==> src/rtl/fifo_drain_reader.sv <==
// fifo_drain_reader
//   Pop-side master for async_fifo, running entirely in the clk_rdd domain.
//   While a drain job is active it pops words whenever the skid buffer has
//   room, counting both buffered words and the pop still in flight. Popped
//   words land in a small skid buffer one cycle after the pop. The buffer
//   feeds a valid/ready output stream.
//
//   A job drains either a fixed number of words (cfg_len != 0) or runs until
//   cfg_stop (cfg_len == 0). After the last pop the job flushes: it waits
//   for the in-flight word to land and for the buffer to empty. It then
//   returns to IDLE and pulses done.
//
// Ports
//   clk_rdd, rst      read-domain clock; asynchronous active-high reset
//   cfg_start         pulse: start a job (only honoured in IDLE)
//   cfg_len           job length in words, 0 = continuous
//   cfg_stop          pulse: end a continuous/fixed job early (DRAIN only)
//   fifo_empty        async_fifo empty flag
//   fifo_data         async_fifo read data, valid the cycle after a pop
//   fifo_pop          pop request (combinational)
//   m_valid/m_ready   downstream handshake
//   m_data            head of skid buffer
//   busy              job in DRAIN or FLUSH
//   done              one-cycle pulse when a job completes
//   words_done        pops issued in the current/last job
module fifo_drain_reader #(
  parameter int DATA_W    = 32,
  parameter int BUF_DEPTH = 2,
  parameter int LEN_W     = 8
) (
  input  logic              clk_rdd,
  input  logic              rst,
  input  logic              cfg_start,
  input  logic [LEN_W-1:0]  cfg_len,
  input  logic              cfg_stop,
  input  logic              fifo_empty,
  input  logic [DATA_W-1:0] fifo_data,
  output logic              fifo_pop,
  output logic              m_valid,
  input  logic              m_ready,
  output logic [DATA_W-1:0] m_data,
  output logic              busy,
  output logic              done,
  output logic [LEN_W-1:0]  words_done
);

  localparam int AW = $clog2(BUF_DEPTH);
  // One extra bit so occ can represent a completely full buffer.
  localparam int OW = AW + 1;

  typedef enum logic [1:0] {IDLE, DRAIN, FLUSH} state_t;

  state_t                          state_q, state_d;
  logic [LEN_W-1:0]                len_q, len_d;
  logic [LEN_W-1:0]                wd_q, wd_d;
  logic                            inflight_q, inflight_d;
  logic                            done_q, done_d;
  logic [OW-1:0]                   occ_q, occ_d;
  logic [AW-1:0]                   wr_ptr_q, wr_ptr_d;
  logic [AW-1:0]                   rd_ptr_q, rd_ptr_d;
  logic [BUF_DEPTH-1:0][DATA_W-1:0] skid_q, skid_d;

  logic             len_hit;
  logic             room;
  logic             xfer;
  logic             last_pop;
  logic [LEN_W-1:0] wd_inc;

  // Pop qualification and stream view of the buffer.
  always_comb begin
    len_hit  = (len_q != '0) && (wd_q == len_q);
    // The in-flight word has already been committed to a buffer slot.
    room     = (occ_q + OW'(inflight_q)) < OW'(BUF_DEPTH);
    fifo_pop = (state_q == DRAIN) && !fifo_empty && room && !len_hit;
    m_valid  = (occ_q != '0);
    m_data   = skid_q[rd_ptr_q];
    xfer     = m_valid && m_ready;
    wd_inc   = wd_q + LEN_W'(1);
    last_pop = fifo_pop && (len_q != '0) && (wd_inc == len_q);
  end

  // Skid buffer: capture the word popped last cycle, retire head on transfer.
  always_comb begin
    skid_d     = skid_q;
    wr_ptr_d   = wr_ptr_q;
    rd_ptr_d   = rd_ptr_q;
    occ_d      = occ_q;
    inflight_d = fifo_pop;
    if (inflight_q) begin
      skid_d[wr_ptr_q] = fifo_data;
      wr_ptr_d         = wr_ptr_q + AW'(1);
    end
    if (xfer) rd_ptr_d = rd_ptr_q + AW'(1);
    case ({inflight_q, xfer})
      2'b10:   occ_d = occ_q + OW'(1);
      2'b01:   occ_d = occ_q - OW'(1);
      default: occ_d = occ_q;
    endcase
  end

  // Job control.
  always_comb begin
    state_d = state_q;
    len_d   = len_q;
    wd_d    = wd_q;
    done_d  = 1'b0;
    // Saturate rather than wrap on long continuous jobs.
    if (fifo_pop && (wd_q != '1)) wd_d = wd_inc;
    case (state_q)
      IDLE: begin
        // Start takes priority over a coincident stop; stop is meaningless here.
        if (cfg_start) begin
          state_d = DRAIN;
          len_d   = cfg_len;
          wd_d    = '0;
        end
      end
      DRAIN: begin
        // A pop in the stop cycle still goes out and is still delivered.
        if (last_pop || cfg_stop) state_d = FLUSH;
      end
      FLUSH: begin
        if (!inflight_q && (occ_q == '0)) begin
          state_d = IDLE;
          done_d  = 1'b1;
        end
      end
      default: state_d = IDLE;
    endcase
  end

  always_ff @(posedge clk_rdd or posedge rst) begin
    if (rst) begin
      state_q    <= IDLE;
      len_q      <= '0;
      wd_q       <= '0;
      inflight_q <= 1'b0;
      done_q     <= 1'b0;
      occ_q      <= '0;
      wr_ptr_q   <= '0;
      rd_ptr_q   <= '0;
      skid_q     <= '0;
    end else begin
      state_q    <= state_d;
      len_q      <= len_d;
      wd_q       <= wd_d;
      inflight_q <= inflight_d;
      done_q     <= done_d;
      occ_q      <= occ_d;
      wr_ptr_q   <= wr_ptr_d;
      rd_ptr_q   <= rd_ptr_d;
      skid_q     <= skid_d;
    end
  end

  assign busy       = (state_q != IDLE);
  assign done       = done_q;
  assign words_done = wd_q;

endmodule

==> config.mk <==
export PLATFORM = sky130hd
export DESIGN_NAME = fifo_drain_reader
export DESIGN_NICKNAME = d
export VERILOG_FILES = /design/src/rtl/fifo_drain_reader.sv
export SDC_FILE = /design/constraint.sdc
export NUM_CORES = 1
export LEC_CHECK = 0
export CAP_MARGIN = 5
export CORE_UTILIZATION = 46
export DETAILED_ROUTE_END_ITERATION = 7
export PLACE_DENSITY = 0.8
export SYNTH_ARGS = -nofsm -noshare
export SYNTH_HDL_FRONTEND = slang
export SYNTH_SLANG_ARGS = --single-unit
==> constraint.sdc <==
create_clock -name clk_rdd -period 3.2 [get_ports clk_rdd]
set_clock_uncertainty 0.2 [all_clocks]
set_input_delay 0.8 -clock clk_rdd [delete_from_list [all_inputs] [get_ports clk_rdd]]
set_output_delay 0.8 -clock clk_rdd [all_outputs]
set_load 0.02 [all_outputs]
# == Word-level counts from Yosys, hierarchy flattened ==
# Cells that the tools add are included.
# word_totals
word_cells,67
register_bits,88
# classes
mux,15
n_lt_le_gt_ge,4
n_eq_ne,10
n_reduce_logical,22
n_addsub,6
# ops
operator,n
two-way mux 32 bit,3
bitwise mux 64 bit,1
demux 32 bit (select 1 bit),1
two-way mux 8 bit,3
== test 8 bit,2
logical AND 1 bit,10
adder 8 x 1 -> 8 bit (second input constant),1
!= test 8 bit (second input constant),1
nonzero test 8 bit,1
two-way mux 2 bit,3
one-hot mux 2 bit (3 select lines),1
nonzero test 2 bit,3
== test 2 x 1 -> 1 bit (second input constant),2
== test 2 bit (second input constant),2
logical NOT 2 bit,2
less-than comparator 1 x 2 -> 1 bit (second input constant),2
!= test 2 bit (second input constant),2
one-hot mux 2 bit (2 select lines),1
logical NOT 1 bit,3
AND reduction 3 bit,1
adder 1 bit (second input constant),2
adder 2 x 1 -> 2 bit,1
adder 2 x 1 -> 2 bit (second input constant),1
less-than comparator 2 bit (second input constant),1
6 further kinds,7

# == Logic depth before layout (Yosys ltp) ==
# Gate-level depths: netlist (run 1).
# depth
word_depth,9
ltp_mapped,6
ltp_nobuf,6

# == Worst setup path before layout (run 1) ==
# OpenSTA, ideal clock, no wires.
# synth_timing
kind,register -> output
start,reg wd_q[4] (netlist: words_done[4])
end,out fifo_pop
required_time_ns,2.200
t_arrival_ns,1.312
setup_slack_ns,0.888
path_stages_with_launch,4
cell_sequence,dfrtp_1 xor2_2 nor4_4 a31oi_4
# synth_between
elab_chain_cells,4
# synth_rtl
item,line_no,source
from (decl),55,"logic [LEN_W-1:0] wd_q, wd_d;"
from (signal assigned),146,wd_q <= wd_d;
== test 8 bit,71,len_hit = (len_q != '0) && (wd_q == len_q);
logical AND 1 bit,71,
logical NOT 1 bit,74,fifo_pop = (state_q == DRAIN) && !fifo_empty && room && !len_hit;
logical AND 1 bit,74,
to (decl),38,"output logic fifo_pop,"
# Every way passes these cells.

# == Worst setup path in the final report (run 1) ==
# layout_timing
start,reg rd_ptr_q
end,out m_data[4]
# layout_between
elab_chain_cells,2
# layout_rtl
item,line_no,source
from (decl),60,"logic [AW-1:0] rd_ptr_q, rd_ptr_d;"
from (signal assigned),151,rd_ptr_q <= rd_ptr_d;
two-way mux 32 bit (not written as such) (2 in series),76,m_data = skid_q[rd_ptr_q];
to (decl),41,"output logic [DATA_W-1:0] m_data,"
# Every way passes these cells. The select of a mux whose other input is x is not followed.

==> impl_metrics.csv, run 1 <==
group,metric,value,unit
outcome,outcome,"completed",
routing,routed_wl,8.26,mm
sta,maxSlewViolCount,0,
die,fp.dieH,97.0,microns
synth,synth.net_count,366,
clock_tree,htreeDepth,3,
synth,syn_area_per_cell,13.1,sq um
grt,grt_pass1_vias,2841,
clock_tree,insertion_delay,0.34,ns
placed_design,portBuffers,89,
routing,drc,0,
pwr,p_sw,1.94,mW
sta,fin_crit,3.01,ns
setup_path,cp.arrival,2.01,ns
final_layout,layout_commonest_cell,"mux2_2",
grt,grt_usage,18.8,%
synth,synthFlopType,"dfrtp_1",
grt,grt_max_degree,89,
final_layout,fill_cells,649,
setup_path,cp_max_fo,29,
final_layout,syn_to_final_growth,30.5,%
clock_tree,clock-sinks,88,
pwr,seqPwrFrac,36.1,%
worst_hold_path,hp-class,"reg -> reg",
setup_path,path_class,"reg -> out",
setup_path,slowest_delay,0.56,ns
clock_tree,cts_buffer_depth,2,
pwr,p_int,3.43,mW
placed_design,place_area,5210,sq um
sta,post-route-period-util,94.1,%
clock_tree,path_clk_slew,0.08,ns
synth,yosysWarningCount,0,
setup_path,path_cells,"buf_12 -> mux2_2 -> clkdlybuf4s50_1",
sta,slew_headroom,66.3,%
placed_design,gp_congestion,0.830,
final_layout,final-seq-area,2200,sq um
sta,clock.fmax,0.332,GHz
synth,synth_area,4150,sq um
grt,grt_first_pass_wirelength,14.2,mm
synth,ys_seq_area_share,53.1,%
run,maxCapViolations,0,
final_layout,diodes,0,
die,core_area,8720,sq um
setup_path,cp.required,2.20,ns
die,start_util,47.6,%
final_layout,drive_gt1_share,32.8,%
routing,ant_nets,0,
sta,final_hold_viol_count,0,
setup_path,cp_num_buf_inv,2,
setup_path,crit_family,"buffers and inverters",
setup_path,end_kind,"output pin",
pwr,p_leak,2.32,nW
synth,syn_inst,318,
pwr,clkPwrFrac,12.5,%
clock_tree,cts_buffers,9,
routing,vias,2777,
placed_design,dpl.hpwl,5.52,mm
pwr,peakVddDrop,0.000606,V
final_layout,multiInputGateArea,1890,sq um
sta,setup_viol,0,
routing,dr.pass1.iters,4,
pwr,power_per_cell_area,991,nW/um^2
sta,tns,0,ns
sta,tightestPinTransition,0.505,ns
grt,grt_overflow,0,
pwr,p_comb_share,51.4,%
final_layout,layout_common_cells,"mux2_2 (96), dfrtp_1 (88), clkdlybuf4s50_1 (88)",
synth,synth_edf_count,0,
clock_tree,root_buffer,"clkbuf_8",
setup_path,cp-start-kind,"register",
setup_path,crit_slowest_cell,"clkdlybuf4s50_1",
synth,ys_ff_latch,88,
synth,yosys.cell_types.count,42,
clock_tree,cts_tree,"done",
grt,grt_antenna_before_repair,0,
final_layout,design_area,5420,sq um
die,die_w,97.0,microns
routing,wl_per_cell,15.6,microns
die,die-area,9410,sq um
die,io_pins,90,
routing,via_per_inst,5.25,
sta,rsz0062_at_grt,"false",
final_layout,final_nets,464,
synth,synthArstFlopShare,100,%
die,rows,34,
pwr,p_sw_share,36.2,%
routing,drt_iter0_drc,56,
power by group through the flow:
stage / registers [mW] / logic [mW] / clock network, mW
finish: 1.94 / 2.76 / 0.672
detailed placement: 1.96 / 2.75 / 0
CTS: 1.94 / 2.76 / 0.707
global route: 2.01 / 2.95 / 0.759
floorplan: 1.87 / 1.80 / 0
global placement: 1.92 / 2.70 / 0
Yosys cell counts, types with 2 or more instances:
master	number	area share [%]
mux2_2	96	26
dfrtp_1	88	53
nand2_1	37	3.3
nor2_1	10	0.90
xnor2_1	9	1.9
xor2_1	8	1.7
clkbuf_1	6	0.54
a21oi_1	5	0.60
and2_1	5	0.75
inv_1	5	0.45
and4_2	3	0.72
buf_1	3	0.27
buf_2	3	0.36
mux2i_1	3	0.72
o21ai_0	3	0.36
and4_1	2	0.42
ha_1	2	0.60
nand3_1	2	0.24
nand4_1	2	0.30
nor3_1	2	0.24
nor4_1	2	0.30
xor2_2	2	0.78
worst register-to-register path, stage by stage (launching register included):
cell      delay (ns)
dfrtp_1         0.53
ha_1            0.36
and2_1          0.26
xor2_1          0.24
o211ai_1        0.14
a311o_1         0.37
metrics by stage:
| step | instances | power [mW] | hold WS [ns] | setup slack (ns) | utilization, % |
|---|---|---|---|---|---|
| 2_1_floorplan | 318 | 3.67 | 0.263 | 0.888 | - |
| 3_3_place_gp | 510 | 4.62 | 0.281 | 0.0467 | 59.8 |
| 3_5_place_dp | 510 | 4.71 | 0.287 | 0.0534 | 59.8 |
| 4_1_cts | 526 | 5.41 | 0.308 | 0.0121 | 61.7 |
| 5_1_grt | 529 | 5.72 | 0.317 | 0.108 | 62.1 |
| 6_report | 529 | 5.37 | 0.304 | 0.188 | 62.1 |
layout make-up:
class                      count  area share (%)
clock inverter                 6           0.808
clock buffer                  10            2.36
multi-input combinational    212            34.8
tap                          108            2.49
sequential                    88            40.6
inverter                       5           0.416
timing repair buffer         100            18.5
metal layers:
layer / routed length [microns] / vias up / track usage [%]
met5: 0 / - / 0
met4: 121 / 0 / 6.77
met3: 328 / 11 / 3.54
met2: 4030 / 73 / 29.5
met1: 3780 / 1373 / 26.2
li1: - / 1320 / -
state kept, by name, indices dropped and copies added, names as in the netlist:
signal,cells
skid_q,64
done,1
rd_ptr_q,1
wr_ptr_q,1
state_q,2
len_q,8
words_done,8
occ_q,2
inflight_q,1
worst paths after layout:
kind	slack, ns	start	cells past startpoint	endpoint
max in group asynchronous	1.71	rst	3	len_q[6]
hold reg to reg	0.30	skid_q[57]	1	skid_q[57]
min in group asynchronous	0.72	rst	3	skid_q[2]
setup reg to reg	0.97	words_done[0]	5	state_q[0]
hold / removal	0.30	skid_q[57]	1	skid_q[57]
setup / recovery	0.19	rd_ptr_q	3	m_data[4]
repair_timing:
item | CTS | global route
setup buffers | 0 | 3
setup endpoints to repair | 0 | 1
hold buffers | 0 | 0
gates resized for setup | 0 | 3
kinds of logic after synthesis:
group	after synthesis	share of synthesized area, %
buf+inv	18	1.90
simple gates	74	9.17
fa+ha+maj	2	0.603
mux	99	26.8
xor+xnor	19	4.37
flops	88	53.1
compound gates	18	4.13
Note: power is estimated with default switching activity, not from simulation.
==> inputs of run 2 (changes only) <==
Settings changed: CELL_PAD_IN_SITES_DETAIL_PLACEMENT set to 0, CELL_PAD_IN_SITES_GLOBAL_PLACEMENT set to 1, CORE_UTILIZATION 46 to 37, PLACE_DENSITY 0.8 to 0.81.
==> run 2 against run 1 <==
Against the previous run:
- first-iteration DRC count rose by 5.4%
- worst hold slack improved by 0.0024 ns
- critical endpoint is now m_data[0]
- critical path depth unchanged
- register-to-register slack got worse by 0.04 ns
- count of clock-buffer cells in the layout is the same
- via count grew 0.47%
- flip-flop and latch count did not move
- sequential power is essentially flat
- final area grew 1.8%
==> impl_metrics.csv, run 2 (synthesized netlist as in run 1, its figures left out) <==
group,metric,value,unit
placed_design,gp_congestion,0.786,
worst_hold_path,hp-class,"reg -> reg",
outcome,outcome,"completed",
sta,rsz0062_at_grt,"false",
placed_design,dpl.hpwl,5.87,mm
sta,setup_viol,0,
pwr,clkPwrFrac,16.2,%
final_layout,design_area,5520,sq um
die,fp.dieH,108,microns
run,maxCapViolations,0,
clock_tree,htreeDepth,3,
setup_path,slowest_delay,0.55,ns
setup_path,crit_family,"buffers and inverters",
die,start_util,38.1,%
die,die-area,11600,sq um
clock_tree,cts_buffer_depth,2,
sta,post-route-period-util,95.2,%
clock_tree,clock-sinks,88,
final_layout,final_nets,463,
setup_path,path_class,"reg -> out",
setup_path,path_cells,"buf_12 -> mux2_2 -> clkdlybuf4s50_1",
routing,ant_nets,0,
grt,grt_pass1_vias,2975,
sta,final_hold_viol_count,0,
setup_path,worstRegToRegCells,6,
die,core_area,10900,sq um
final_layout,layout_commonest_cell,"mux2_2",
placed_design,place_area,5280,sq um
clock_tree,cts_buffers,9,
final_layout,largest_reg_flops,64,
final_layout,diodes,0,
setup_path,cp_num_buf_inv,2,
setup_path,startpoint,"rd_ptr_q",
grt,grt_antenna_before_repair,0,
final_layout,layoutNonFillerInstCount,559,
placed_design,place_inst,544,
final_layout,top_register,"skid_q",
clock_tree,path_clk_slew,0.08,ns
final_layout,layout_common_cells,"mux2_2 (96), dfrtp_1 (88), clkdlybuf4s50_1 (88)",
pwr,p_sw_share,34.5,%
grt,grt_usage,15.7,%
grt,grt_first_pass_wirelength,14.2,mm
sta,tightestPinTransition,0.794,ns
routing,dr.pass1.iters,4,
routing,vias,2790,
grt,grt_max_degree,89,
routing,via_per_inst,4.99,
setup_path,rrSetupSlack,0.93,ns
clock_tree,insertion_delay,0.35,ns
clock_tree,root_buffer,"clkbuf_8",
setup_path,cp.arrival,2.05,ns
final_layout,drive_gt1_share,32.0,%
die,rows,38,
sta,fin_crit,3.05,ns
setup_path,cp.depth,3,
sta,tns,0,ns
setup_path,cp-endpoint,"m_data[0]",
sta,setup_slack,0.153,ns
pwr,p_sw,1.93,mW
pwr,p_leak,2.34,nW
sta,slew_headroom,47.0,%
sta,maxSlewViolCount,0,
final_layout,syn_to_final_growth,32.9,%
pwr,power_per_cell_area,1010,nW/um^2
die,io_pins,90,
setup_path,r2r-end,"words_done[5]",
pwr,p_comb_share,49.2,%
pwr,p_int,3.65,mW
clock_tree,cts_setup_buffers,0,
die,die_w,108,microns
routing,routed_wl,8.59,mm
pwr,peakVddDrop,0.000490,V
sta,clock.fmax,0.328,GHz
routing,drt_iter0_drc,59,
setup_path,cp.required,2.20,ns
placed_design,place_worst_setup_slack,0.0203,ns
placed_design,portBuffers,89,
final_layout,fin_util,50.7,%
setup_path,cp-start-kind,"register",
setup_path,end_kind,"output pin",
routing,drc,0,
setup_path,crit_slowest_cell,"clkdlybuf4s50_1",
clock_tree,hold_buffers,0,
setup_path,worst_r2r_startpoint,"words_done[0]",
grt,grt_overflow,0,
routing,wl_per_cell,15.4,microns
pwr,seqPwrFrac,34.6,%
setup_path,cp_max_fo,28,
clock_tree,cts_tree,"done",
==> run 2: changes by cell type in the layout (fill, tap and decap cells not counted), sizes merged <==
cell	previous run	this run
bufinv	0	3
inv	5	4
buf	11	10
clkinv	4	1
==> run 2: metrics by stage <==
stage / hold WS, ns / power [mW]
global placement: 0.281 / 4.65
CTS: 0.310 / 5.65
detailed placement: 0.288 / 4.73
floorplan: 0.263 / 3.67
global route: 0.317 / 5.93
finish: 0.306 / 5.58
==> run 2: cell type report <==
| class | instances | area (sq um) |
|---|---|---|
| clock inverter | 5 | 106 |
| timing repair buffer | 99 | 1010 |
| clock buffer | 10 | 128 |
| tap | 140 | 175 |
| inverter | 5 | 22.5 |
| fill | 985 | 5370 |
| multi-input combinational | 212 | 1880 |
| sequential | 88 | 2200 |
==> run 2: how the worst min path moves through the flow <==
stage,from,cells past startpoint,to
floorplan,wr_ptr_q,1,wr_ptr_q
finish,skid_q[15],1,skid_q[15]
detailed placement,skid_q[51],1,skid_q[51]
global route,skid_q[51],1,skid_q[51]
CTS,skid_q[51],1,skid_q[51]
global placement,skid_q[37],1,skid_q[37]
==> run 2: per-layer routing <==
| metal | part of all wire (%) | track usage (%) |
|---|---|---|
| met1 | 46 | 19.9 |
| met2 | 48 | 26.5 |
| met5 | 0 | 0 |
| met3 | 5.3 | 4.12 |
| met4 | 0.80 | 4.11 |
==> run 2: worst reg2reg max path: cells and delay by family (launching register included) <==
kind            cells  cell delay (ns)
compound gates      3             0.81
flops               1             0.42
fa+ha+maj           1             0.29
simple gates        1             0.28
buf+inv             1             0.18
==> run 2: power groups by stage <==
stage | clock (mW) | sequential [mW] | combinational [mW]
detailed placement | 0 | 1.96 | 2.77
CTS | 0.932 | 1.93 | 2.79
global placement | 0 | 1.91 | 2.74
global route | 0.974 | 2.00 | 2.96
finish | 0.901 | 1.93 | 2.74
floorplan | 0 | 1.87 | 1.80
==> run 2: repair_timing <==
item / CTS / global route
endpoints found under the setup margin: 0 / 1
resized for setup: 0 / 1
hold endpoints to repair: 0 / 0
